<file path="src/rtl/pc_pkg.sv">
// Shared types and constants for the fetch-stage program-counter slice.
package pc_pkg;

    // Fetch PC controller states.
    typedef enum logic [1:0] {
        BOOT,
        RUN,
        PEND
    } pc_state_e;

    // Redirect priority; a larger value wins.
    typedef logic [1:0] prio_t;

    localparam prio_t PRIO_NONE   = 2'd0;
    localparam prio_t PRIO_JUMP   = 2'd1;
    localparam prio_t PRIO_BRANCH = 2'd2;
    localparam prio_t PRIO_EXC    = 2'd3;

    // Default exception entry address.
    localparam logic [31:0] EXC_VECTOR_DEFAULT = 32'h0000_0080;

endpackage

</file>
<file path="src/rtl/pc_unit_if.sv">
// Request/response bundle between the pipeline and the PC stage.
interface pc_unit_if #(
    parameter int unsigned XLEN = 32
);
    logic            we;
    logic            we_hazard;
    logic            fetch_ready;
    logic            exc_req;
    logic            branch_taken;
    logic [XLEN-1:0] branch_target;
    logic            jump;
    logic [XLEN-1:0] jump_target;
    logic [XLEN-1:0] pc;
    logic [XLEN-1:0] pc_incr;
    logic            fetch_valid;
    logic            redirect_pending;
    logic            flush;

    // Pipeline side: issues enables and redirects, observes the PC.
    modport master (
        output we, we_hazard, fetch_ready, exc_req,
        output branch_taken, branch_target, jump, jump_target,
        input  pc, pc_incr, fetch_valid, redirect_pending, flush
    );

    // PC stage side.
    modport slave (
        input  we, we_hazard, fetch_ready, exc_req,
        input  branch_taken, branch_target, jump, jump_target,
        output pc, pc_incr, fetch_valid, redirect_pending, flush
    );
endinterface

</file>
<file path="src/rtl/pc_redirect_sel.sv">
// Combinational redirect arbiter: picks the winning redirect among the
// live requests and a previously captured one, and aligns its target.
module pc_redirect_sel
    import pc_pkg::*;
#(
    parameter int unsigned     XLEN       = 32,
    parameter int unsigned     INCR       = 4,
    parameter logic [XLEN-1:0] EXC_VECTOR = XLEN'(EXC_VECTOR_DEFAULT)
) (
    input  logic            i_exc_req,
    input  logic            i_branch_taken,
    input  logic [XLEN-1:0] i_branch_target,
    input  logic            i_jump,
    input  logic [XLEN-1:0] i_jump_target,
    input  logic            i_pend_valid,
    input  prio_t           i_pend_prio,
    input  logic [XLEN-1:0] i_pend_target,
    output logic            o_valid,
    output prio_t           o_prio,
    output logic [XLEN-1:0] o_target
);

    // Low bits below the instruction step are always cleared.
    localparam logic [XLEN-1:0] LOW_MASK = XLEN'(INCR - 1);

    prio_t           w_new_prio;
    logic [XLEN-1:0] w_new_target;
    logic [XLEN-1:0] w_raw_target;

    // Fixed-priority encode of the live redirect requests.
    always_comb begin
        w_new_prio   = PRIO_NONE;
        w_new_target = '0;
        if (i_exc_req) begin
            w_new_prio   = PRIO_EXC;
            w_new_target = EXC_VECTOR;
        end else if (i_branch_taken) begin
            w_new_prio   = PRIO_BRANCH;
            w_new_target = i_branch_target;
        end else if (i_jump) begin
            w_new_prio   = PRIO_JUMP;
            w_new_target = i_jump_target;
        end
    end

    // A live request replaces the pending one when its priority is not lower.
    always_comb begin
        o_valid      = 1'b0;
        o_prio       = PRIO_NONE;
        w_raw_target = '0;
        if (i_pend_valid && (i_pend_prio > w_new_prio)) begin
            o_valid      = 1'b1;
            o_prio       = i_pend_prio;
            w_raw_target = i_pend_target;
        end else if (w_new_prio != PRIO_NONE) begin
            o_valid      = 1'b1;
            o_prio       = w_new_prio;
            w_raw_target = w_new_target;
        end
        o_target = w_raw_target & ~LOW_MASK;
    end

endmodule

</file>
<file path="src/rtl/pc_unit.sv">
// Fetch-stage program counter with prioritised redirects, stall-time
// redirect capture, a one-cycle flush pulse and a fetch-valid qualifier.
module pc_unit
    import pc_pkg::*;
#(
    parameter int unsigned     XLEN         = 32,
    parameter logic [XLEN-1:0] RESET_VECTOR = '0,
    parameter int unsigned     INCR         = 4,
    parameter logic [XLEN-1:0] EXC_VECTOR   = XLEN'(EXC_VECTOR_DEFAULT)
) (
    input  logic      i_clock,
    input  logic      i_rst_n,
    pc_unit_if.slave  bus
);

    pc_state_e       r_state,       w_state_nxt;
    logic [XLEN-1:0] r_pc,          w_pc_nxt;
    logic            r_flush,       w_flush_nxt;
    prio_t           r_pend_prio,   w_pend_prio_nxt;
    logic [XLEN-1:0] r_pend_target, w_pend_target_nxt;

    logic [XLEN-1:0] w_pc_incr;
    logic            w_adv;
    logic            w_pend_valid;
    logic            w_sel_valid;
    prio_t           w_sel_prio;
    logic [XLEN-1:0] w_sel_target;

    assign w_pc_incr    = r_pc + XLEN'(INCR);
    assign w_pend_valid = (r_state == PEND);
    assign w_adv        = bus.we & bus.we_hazard & bus.fetch_ready & (r_state != BOOT);

    pc_redirect_sel #(
        .XLEN       (XLEN),
        .INCR       (INCR),
        .EXC_VECTOR (EXC_VECTOR)
    ) u_sel (
        .i_exc_req       (bus.exc_req),
        .i_branch_taken  (bus.branch_taken),
        .i_branch_target (bus.branch_target),
        .i_jump          (bus.jump),
        .i_jump_target   (bus.jump_target),
        .i_pend_valid    (w_pend_valid),
        .i_pend_prio     (r_pend_prio),
        .i_pend_target   (r_pend_target),
        .o_valid         (w_sel_valid),
        .o_prio          (w_sel_prio),
        .o_target        (w_sel_target)
    );

    // Next-state, next-PC, flush and pending-capture decisions.
    // In PEND the arbiter already merges the live request with the captured
    // one, so both the stall-time overwrite and the release-time apply just
    // take its winning selection.
    always_comb begin
        w_state_nxt       = r_state;
        w_pc_nxt          = r_pc;
        w_flush_nxt       = 1'b0;
        w_pend_prio_nxt   = r_pend_prio;
        w_pend_target_nxt = r_pend_target;
        case (r_state)
            BOOT: begin
                if (w_sel_valid) begin
                    w_pend_prio_nxt   = w_sel_prio;
                    w_pend_target_nxt = w_sel_target;
                    w_state_nxt       = PEND;
                end else begin
                    w_state_nxt = RUN;
                end
            end
            RUN: begin
                if (w_adv) begin
                    if (w_sel_valid) begin
                        w_pc_nxt    = w_sel_target;
                        w_flush_nxt = 1'b1;
                    end else begin
                        w_pc_nxt = w_pc_incr;
                    end
                end else if (w_sel_valid) begin
                    w_pend_prio_nxt   = w_sel_prio;
                    w_pend_target_nxt = w_sel_target;
                    w_state_nxt       = PEND;
                end
            end
            PEND: begin
                if (w_adv) begin
                    w_pc_nxt          = w_sel_target;
                    w_flush_nxt       = 1'b1;
                    w_pend_prio_nxt   = PRIO_NONE;
                    w_pend_target_nxt = '0;
                    w_state_nxt       = RUN;
                end else begin
                    w_pend_prio_nxt   = w_sel_prio;
                    w_pend_target_nxt = w_sel_target;
                end
            end
            default: begin
                w_state_nxt = BOOT;
            end
        endcase
    end

    // State, PC, flush and pending redirect registers.
    always_ff @(posedge i_clock or negedge i_rst_n) begin
        if (!i_rst_n) begin
            r_state       <= BOOT;
            r_pc          <= RESET_VECTOR;
            r_flush       <= 1'b0;
            r_pend_prio   <= PRIO_NONE;
            r_pend_target <= '0;
        end else begin
            r_state       <= w_state_nxt;
            r_pc          <= w_pc_nxt;
            r_flush       <= w_flush_nxt;
            r_pend_prio   <= w_pend_prio_nxt;
            r_pend_target <= w_pend_target_nxt;
        end
    end

    assign bus.pc               = r_pc;
    assign bus.pc_incr          = w_pc_incr;
    assign bus.fetch_valid      = (r_state != BOOT);
    assign bus.redirect_pending = w_pend_valid;
    assign bus.flush            = r_flush;

endmodule

</file>
<file path="src/flat_wrapper.sv">
// flat-port wrapper written by rule: the top's interface ports become plain ports
module pc_unit_flat import pc_pkg::*;
#(
    parameter int unsigned     XLEN         = 32,
    parameter logic [XLEN-1:0] RESET_VECTOR = '0,
    parameter int unsigned     INCR         = 4,
    parameter logic [XLEN-1:0] EXC_VECTOR   = XLEN'(EXC_VECTOR_DEFAULT)
)
  (i_clock, i_rst_n, bus_we, bus_we_hazard, bus_fetch_ready, bus_exc_req, bus_branch_taken, bus_branch_target, bus_jump, bus_jump_target, bus_pc, bus_pc_incr, bus_fetch_valid, bus_redirect_pending, bus_flush);
  pc_unit_if #(.XLEN(XLEN)) bus_i ();
  input  logic i_clock;
  input  logic i_rst_n;
  input wire logic [$bits(bus_i.we)-1:0] bus_we;
  input wire logic [$bits(bus_i.we_hazard)-1:0] bus_we_hazard;
  input wire logic [$bits(bus_i.fetch_ready)-1:0] bus_fetch_ready;
  input wire logic [$bits(bus_i.exc_req)-1:0] bus_exc_req;
  input wire logic [$bits(bus_i.branch_taken)-1:0] bus_branch_taken;
  input wire logic [$bits(bus_i.branch_target)-1:0] bus_branch_target;
  input wire logic [$bits(bus_i.jump)-1:0] bus_jump;
  input wire logic [$bits(bus_i.jump_target)-1:0] bus_jump_target;
  output wire logic [$bits(bus_i.pc)-1:0] bus_pc;
  output wire logic [$bits(bus_i.pc_incr)-1:0] bus_pc_incr;
  output wire logic [$bits(bus_i.fetch_valid)-1:0] bus_fetch_valid;
  output wire logic [$bits(bus_i.redirect_pending)-1:0] bus_redirect_pending;
  output wire logic [$bits(bus_i.flush)-1:0] bus_flush;
  assign bus_i.we = bus_we;
  assign bus_i.we_hazard = bus_we_hazard;
  assign bus_i.fetch_ready = bus_fetch_ready;
  assign bus_i.exc_req = bus_exc_req;
  assign bus_i.branch_taken = bus_branch_taken;
  assign bus_i.branch_target = bus_branch_target;
  assign bus_i.jump = bus_jump;
  assign bus_i.jump_target = bus_jump_target;
  assign bus_pc = bus_i.pc;
  assign bus_pc_incr = bus_i.pc_incr;
  assign bus_fetch_valid = bus_i.fetch_valid;
  assign bus_redirect_pending = bus_i.redirect_pending;
  assign bus_flush = bus_i.flush;
  pc_unit #(.XLEN(XLEN), .RESET_VECTOR(RESET_VECTOR), .INCR(INCR), .EXC_VECTOR(EXC_VECTOR)) u_core (.i_clock(i_clock), .i_rst_n(i_rst_n), .bus(bus_i));
endmodule
</file>
<file path="config.mk">
export PLATFORM = sky130hd
export DESIGN_NAME = pc_unit_flat
export DESIGN_NICKNAME = d
export VERILOG_FILES = /design/src/rtl/pc_pkg.sv /design/src/rtl/pc_unit_if.sv /design/src/rtl/pc_redirect_sel.sv /design/src/rtl/pc_unit.sv /design/src/flat_wrapper.sv
export SDC_FILE = /design/constraint.sdc
export NUM_CORES = 1
export LEC_CHECK = 0
export BUFFER_PORTS_ARGS = -buffer_cell sky130_fd_sc_hd__buf_4
export CAP_MARGIN = 20
export CELL_PAD_IN_SITES_DETAIL_PLACEMENT = 1
export CELL_PAD_IN_SITES_GLOBAL_PLACEMENT = 2
export CORE_MARGIN = 5
export CORE_UTILIZATION = 33
export CTS_CLUSTER_SIZE = 12
export DETAILED_ROUTE_END_ITERATION = 16
export GPL_TIMING_DRIVEN = 0
export PLACE_DENSITY = 0.95
export SETUP_SLACK_MARGIN = 0.5
export SYNTH_ARGS = -nofsm -noshare
export SYNTH_HDL_FRONTEND = slang
export SYNTH_SLANG_ARGS = --single-unit
</file>
<file path="constraint.sdc">
create_clock -name i_clock -period 4.6 [get_ports i_clock]
set_input_delay 0.92 -clock i_clock [delete_from_list [all_inputs] [get_ports i_clock]]
set_output_delay 0.92 -clock i_clock [all_outputs]
set_load 0.02 [all_outputs]
</file>
; ---- Yosys cells after proc, flatten, opt, wreduce, memory -nomap -nowiden
; Cells that the tools add are included.
[totals]
wordCells = 58
output_inout_bits = 67
ff_bits = 69
in_bits = 72
[op_classes]
n_reduce_logical = 9
muxes = 33
bitwise = 3
order_cmp = 1
n_eq_ne = 6
n_addsub = 1
[op_table]
columns = operator, n
row1 = $mux 32, 11
row2 = $pmux 32 s3, 1
row3 = $pmux 32 s2, 1
row4 = $add 32x3->32 const B, 1
row5 = $mux 2, 11
row6 = $pmux 2 s3, 2
row7 = $mux 1, 6
row8 = $reduce_and 3->1, 2
row9 = $reduce_bool 2->1, 3
row10 = $ne 2x1->1 const B, 2
row11 = $ne 2x2->1 const B, 2
row12 = $and 1x1->1, 3
row13 = $reduce_bool 3->1, 1
row14 = $eq 2x1->1 const B, 1
row15 = $eq 2x2->1 const B, 1
row16 = $gt 2x2->1, 1
row17 = $logic_not 2->1, 1
row18 = $pmux 1 s2, 1
row19 = $reduce_and 2->1, 1
row20 = $logic_and 1x1->1, 1

; ---- Depth between registers and ports, before layout
[logic_depth]
word_depth = 9
depth_mapped = 11
ltp_nobuf = 9

; ---- Cells and area by module
; Synthesis repeated with hierarchy kept, for this count alone.
[unflattened]
cells_unflattened = 470
hier_area_um2 = 4551.9
[by_module_without_submodules]
columns = mod, cells_per_inst, instances, area_per_inst_um2, seq_area_each_um2
row1 = pc_unit, 381, 1, 3753.6, 1726.7
row2 = pc_redirect_sel, 89, 1, 798.3, 0.0

; ---- Worst setup path before layout
; No wires, ideal clock.
[synth_timing]
path_kind = input to register
from = in bus_exc_req
to = reg u_core.r_pc[15], in the netlist u_core.bus.pc[15]
stages = 10
path_buffers = 3
required_time_ns = 4.479
arrival_time_ns = 2.976
setup_ns = 0.121
setup_slack_ns = 1.503
cell_sequence = buf_2 > clkbuf_1 > nor2_1 > ha_1 > nor2b_1 > o211ai_1 > buf_2 > mux2i_1 > o41ai_1 > a22o_1
[synth_via]
elab_chain_len = 7
word_cells_on_any_way = 13
classes_between = order compare: 1 / mux: 10 / reduce/logical: 2
[synth_lines]
columns = item, line_no
row1 = start: declaration, flat_wrapper.sv:16  ; input wire logic [$bits(bus_i.exc_req)-1:0] bus_exc_req;
row2 = $mux 2, pc_redirect_sel.sv:34  ; if (i_exc_req) begin
row3 = $gt 2x2->1 / $reduce_bool 2->1 (equally long branches), "pc_redirect_sel.sv:51, pc_redirect_sel.sv:55"
row4 = "$logic_and 1x1->1, or another cell as far along", pc_redirect_sel.sv:51  ; if (i_pend_valid && (i_pend_prio > w_new_prio)) begin
row5 = $mux 32 / $mux 1 (equally long branches), pc_redirect_sel.sv:51
row6 = $mux 32, pc_unit.sv:73  ; if (w_sel_valid) begin
row7 = $mux 32, pc_unit.sv:72  ; if (w_adv) begin
row8 = $pmux 32 s2 *, pc_unit.sv:61  ; case (r_state)
row9 = end signal: assignment, pc_unit.sv:113  ; r_pc <= w_pc_nxt;
row10 = end: declaration, pc_unit.sv:17  ; logic [XLEN-1:0] r_pc, w_pc_nxt;
; Every way passes the cells marked *; elsewhere a longest branch is shown, timed or not. The select of a mux whose other input is x is not followed.
; A chain may end at the register's enable or synchronous reset.

; ---- Worst setup path after layout
[layout_timing]
from = reg u_core.r_pc[2], in the netlist u_core.bus.pc[2]
to = out bus_pc_incr[16]
[layout_via]
elab_chain_len = 1
[layout_lines]
columns = item, line_no
row1 = $add 32x3->32, pc_unit.sv:29  ; assign w_pc_incr = r_pc + XLEN'(INCR);
row2 = end: declaration, flat_wrapper.sv:22  ; output wire logic [$bits(bus_i.pc_incr)-1:0] bus_pc_incr;
; No other way between the ends.

==> reports/results.ini <==
[clocking]
number_of_buffers_created_by_cts = 9
cts_tree = done
cts_repair_resizes = 0
worst_skew_pair.late_latency_ns = 0.33
cts_post_setup_buffers_inserted = 0
clk_path_buf_depth = 2
clock_slew_at_reported_path_ffs_ns = 0.06
post_cts_hold_buffer_count = 0
clkSinkCount = 65
htree_num_levels = 3
clk_root_buffer_cell = sky130_fd_sc_hd__clkbuf_16

[timing]
maxSlewHeadroom = 0.4259
timing_worst_slew_pin_value_ns = 0.8612
timing.final.max_slew_violations = 0
skew_ns = 0.008055
max_freq_ghz = 0.2801
final.hold.worst_slack_ns = 0.4796
setup_total_negative_slack_ns = 0
pnr_worst_setup_slack_ns = 1.030
final-hold-violation-count = 0
setup_viol = 0
period_needed_ns = 3.570
finalCritPeriodShare = 0.7761
rsz_0062_raised_after_global_routing = false

[critical_path]
worst_reg2reg_path_startpoint = u_core.r_state[1]
worst_setup_path_start_kind = register
worstPathRequired_ns = 3.68
r2r_end = u_core.bus.pc[21]
crit_arrival_ns = 2.65
crit_chain = ha_1, clkbuf_1, nand4_1, nor3_1, nand3_1, xnor2_1, buf_4
worst_path_largest_cell_delay_ns = 0.46
worst-r2r-setup-slack_ns = 1.88
reg2reg_depth = 8
timing.critical_path.fanout_max = 7
nature_of_the_critical_path_endpoint = output pin
critical_path_class = register to output pin
critPathSlowestCell = sky130_fd_sc_hd__dfrtp_1

[global_routing]
track_usage = 0.2073
grt_pass1_wl_mm = 26.35
number_of_antenna_violations_at_the_first_check_in_global_routing = 0
grt_overflow_total = 0
grt_pass1_vias = 4750
grt_start_max_net_pins = 66

[synthesis]
netlist-cell-type-count = 58
synthesis.area_um2 = 4447
synth_cells = 493
synth.yosys.seq_area_share = 0.3658
synthesis.yosys.warnings = 0
postSynthAreaPerCell_um2 = 9.020
synth_enable_flop_cells = 0
yosys_register_bits = 65
synth_async_sr_flop_share = 1.000
ys_dominant_reg_cell = sky130_fd_sc_hd__dfrtp_1

[floorplan]
start_util = 0.3358
floorplan.core_area_um2 = 13240
die_area_um2 = 15900
chipHeight_um = 126.1
x_dimension_of_the_die_um = 126.1
ios = 139
rows = 42

[detailed_routing]
drt-pass1-iter-count = 5
num_vias = 4446
drtAntennaViolNets = 0
drtIter0Drc = 259
drcViolationCount = 0
routed_wirelength_mm = 16.71
route.detailed.wl_per_inst_um = 20.48
post_drt_via_cell_ratio = 5.449

[min_path]
worst_hold_path.num_cells = 2
timing.hold.worst.start = u_core.r_pend_target[21]
min-delay-path-class = register to register
min_delay_worst_endpoint = u_core.r_pend_target[21]

[placement]
gp_congestion = 0.9088
hpwlAfterDp_mm = 12.78
post_dp_cell_area_um2 = 5639
place_worst_setup_slack_ns = 0.7566
io_buffers = 128
dpl.cell_count = 800

[cells_and_area]
postLayoutCellArea_um2 = 5937
final-seq-area_um2 = 1627
layout.filler_cells = 1574
fin_cells = 816
multiInputGateArea_um2 = 2566
drive_gt1_frac = 0.2922
final_net_count = 714
final_common_cell = sky130_fd_sc_hd__buf_4
final_cell_mix = sky130_fd_sc_hd__buf_4 (133), sky130_fd_sc_hd__dfrtp_1 (65), sky130_fd_sc_hd__nand2_1 (57), sky130_fd_sc_hd__o21ai_0 (44), sky130_fd_sc_hd__a22o_1 (35)
antennaDiodeCount = 0
areaGrowthSynthToFinish_pct = 33.51

[pwr]
worst_ir_drop_vdd_uv = 252.7
p_per_area_nw_per_um2 = 609.1
leakage_uw = 0.002846

[status]
status = completed

[flow_run]
maxCapViolations = 0

kinds of logic (layout without fill, tap and decap cells):
logic type	count (synthesis)	count (layout)	synth area share
other	1	4	0.0008433
buffers and inverters	58	202	0.05965
adders and majority gates	7	7	0.01970
muxes	28	28	0.06415
xor gates and xnor gates	28	28	0.05515
AOI/OAI and AO/OA	164	164	0.2501
and+or+nand+nor	142	142	0.1846
DFF	65	65	0.3658
routing by layer:
| layer | track usage | vias to the layer above | wire length, um |
|---|---|---|---|
| met3 | 0.03895 | 17 | 902 |
| met1 | 0.2801 | 2192 | 7676 |
| met4 | 0.05678 | 0 | 217 |
| li1 | - | 2086 | - |
| met5 | 0 | - | 0 |
| met2 | 0.3408 | 151 | 7916 |
synth_stat cells (15+ instances only):
| cell type | number | area [um^2] |
|---|---|---|
| sky130_fd_sc_hd__dfrtp_1 | 65 | 1627 |
| sky130_fd_sc_hd__nand2_1 | 57 | 214.0 |
| sky130_fd_sc_hd__o21ai_0 | 44 | 220.2 |
| sky130_fd_sc_hd__a22o_1 | 35 | 306.5 |
| sky130_fd_sc_hd__a21oi_1 | 24 | 120.1 |
| sky130_fd_sc_hd__mux2i_1 | 24 | 240.2 |
| sky130_fd_sc_hd__nor2_1 | 21 | 78.83 |
| sky130_fd_sc_hd__clkbuf_1 | 18 | 67.56 |
| sky130_fd_sc_hd__buf_2 | 17 | 85.08 |
| sky130_fd_sc_hd__xnor2_1 | 17 | 148.9 |
| sky130_fd_sc_hd__inv_1 | 15 | 56.30 |
| sky130_fd_sc_hd__nand3_1 | 15 | 75.07 |
stage by stage:
| step | power (uW) | util |
|---|---|---|
| 6_report | 3616 | 0.4483 |
| 3_5_place_dp | 2918 | 0.4258 |
| 3_3_place_gp | 2844 | 0.4258 |
| 4_1_cts | 3629 | 0.4483 |
| 2_1_floorplan | 2139 | - |
| 5_1_grt | 3839 | 0.4483 |
registers in the layout, summed over array words and instances (netlist names):
register,cells
u_core.r_pend_prio,2
u_core.r_pend_target,30
u_core.bus.flush,1
u_core.r_state,2
u_core.bus.pc,30
worst max-delay path, delay by kind of cell, from the launching register on:
kind	cells	cell delay (ns)
AND/OR/NAND/NOR	3	0.98
flip-flops	1	0.46
buffers and inverters	2	0.46
XOR/XNOR	1	0.22
adder cells (fa/ha/maj)	1	0.18
area by class of cell:
type	instances	share of cell area
plain buffers	43	0.03519
clock buffers	11	0.04089
clock inverters	5	0.009273
inverters	15	0.009484
multi-input cells	373	0.4322
flip-flops and latches	65	0.2740
well taps	176	0.03709
repair buffers	128	0.1619
power breakdown:
part | leakage [uW] | internal (uW) | switching (uW) | total (uW)
combinational | 0.00186 | 748 | 1160 | 1910
sequential | 0.000847 | 779 | 233 | 1010
clock | 0.000142 | 433 | 264 | 697
total | 0.00285 | 1960 | 1660 | 3620
worst max path at each step:
stage,to,slack [ns],startpoint
after floorplan,u_core.bus.pc[15],1.50,bus_exc_req
after global placement,u_core.bus.pc[4],0.88,bus_jump
after detailed placement,u_core.bus.pc[30],0.76,bus_jump
after CTS,bus_pc_incr[16],1.07,u_core.bus.pc[2]
after global routing,u_core.bus.pc[30],0.78,bus_jump
final,bus_pc_incr[16],1.03,u_core.bus.pc[2]
Power figures use the tool's default switching activity.
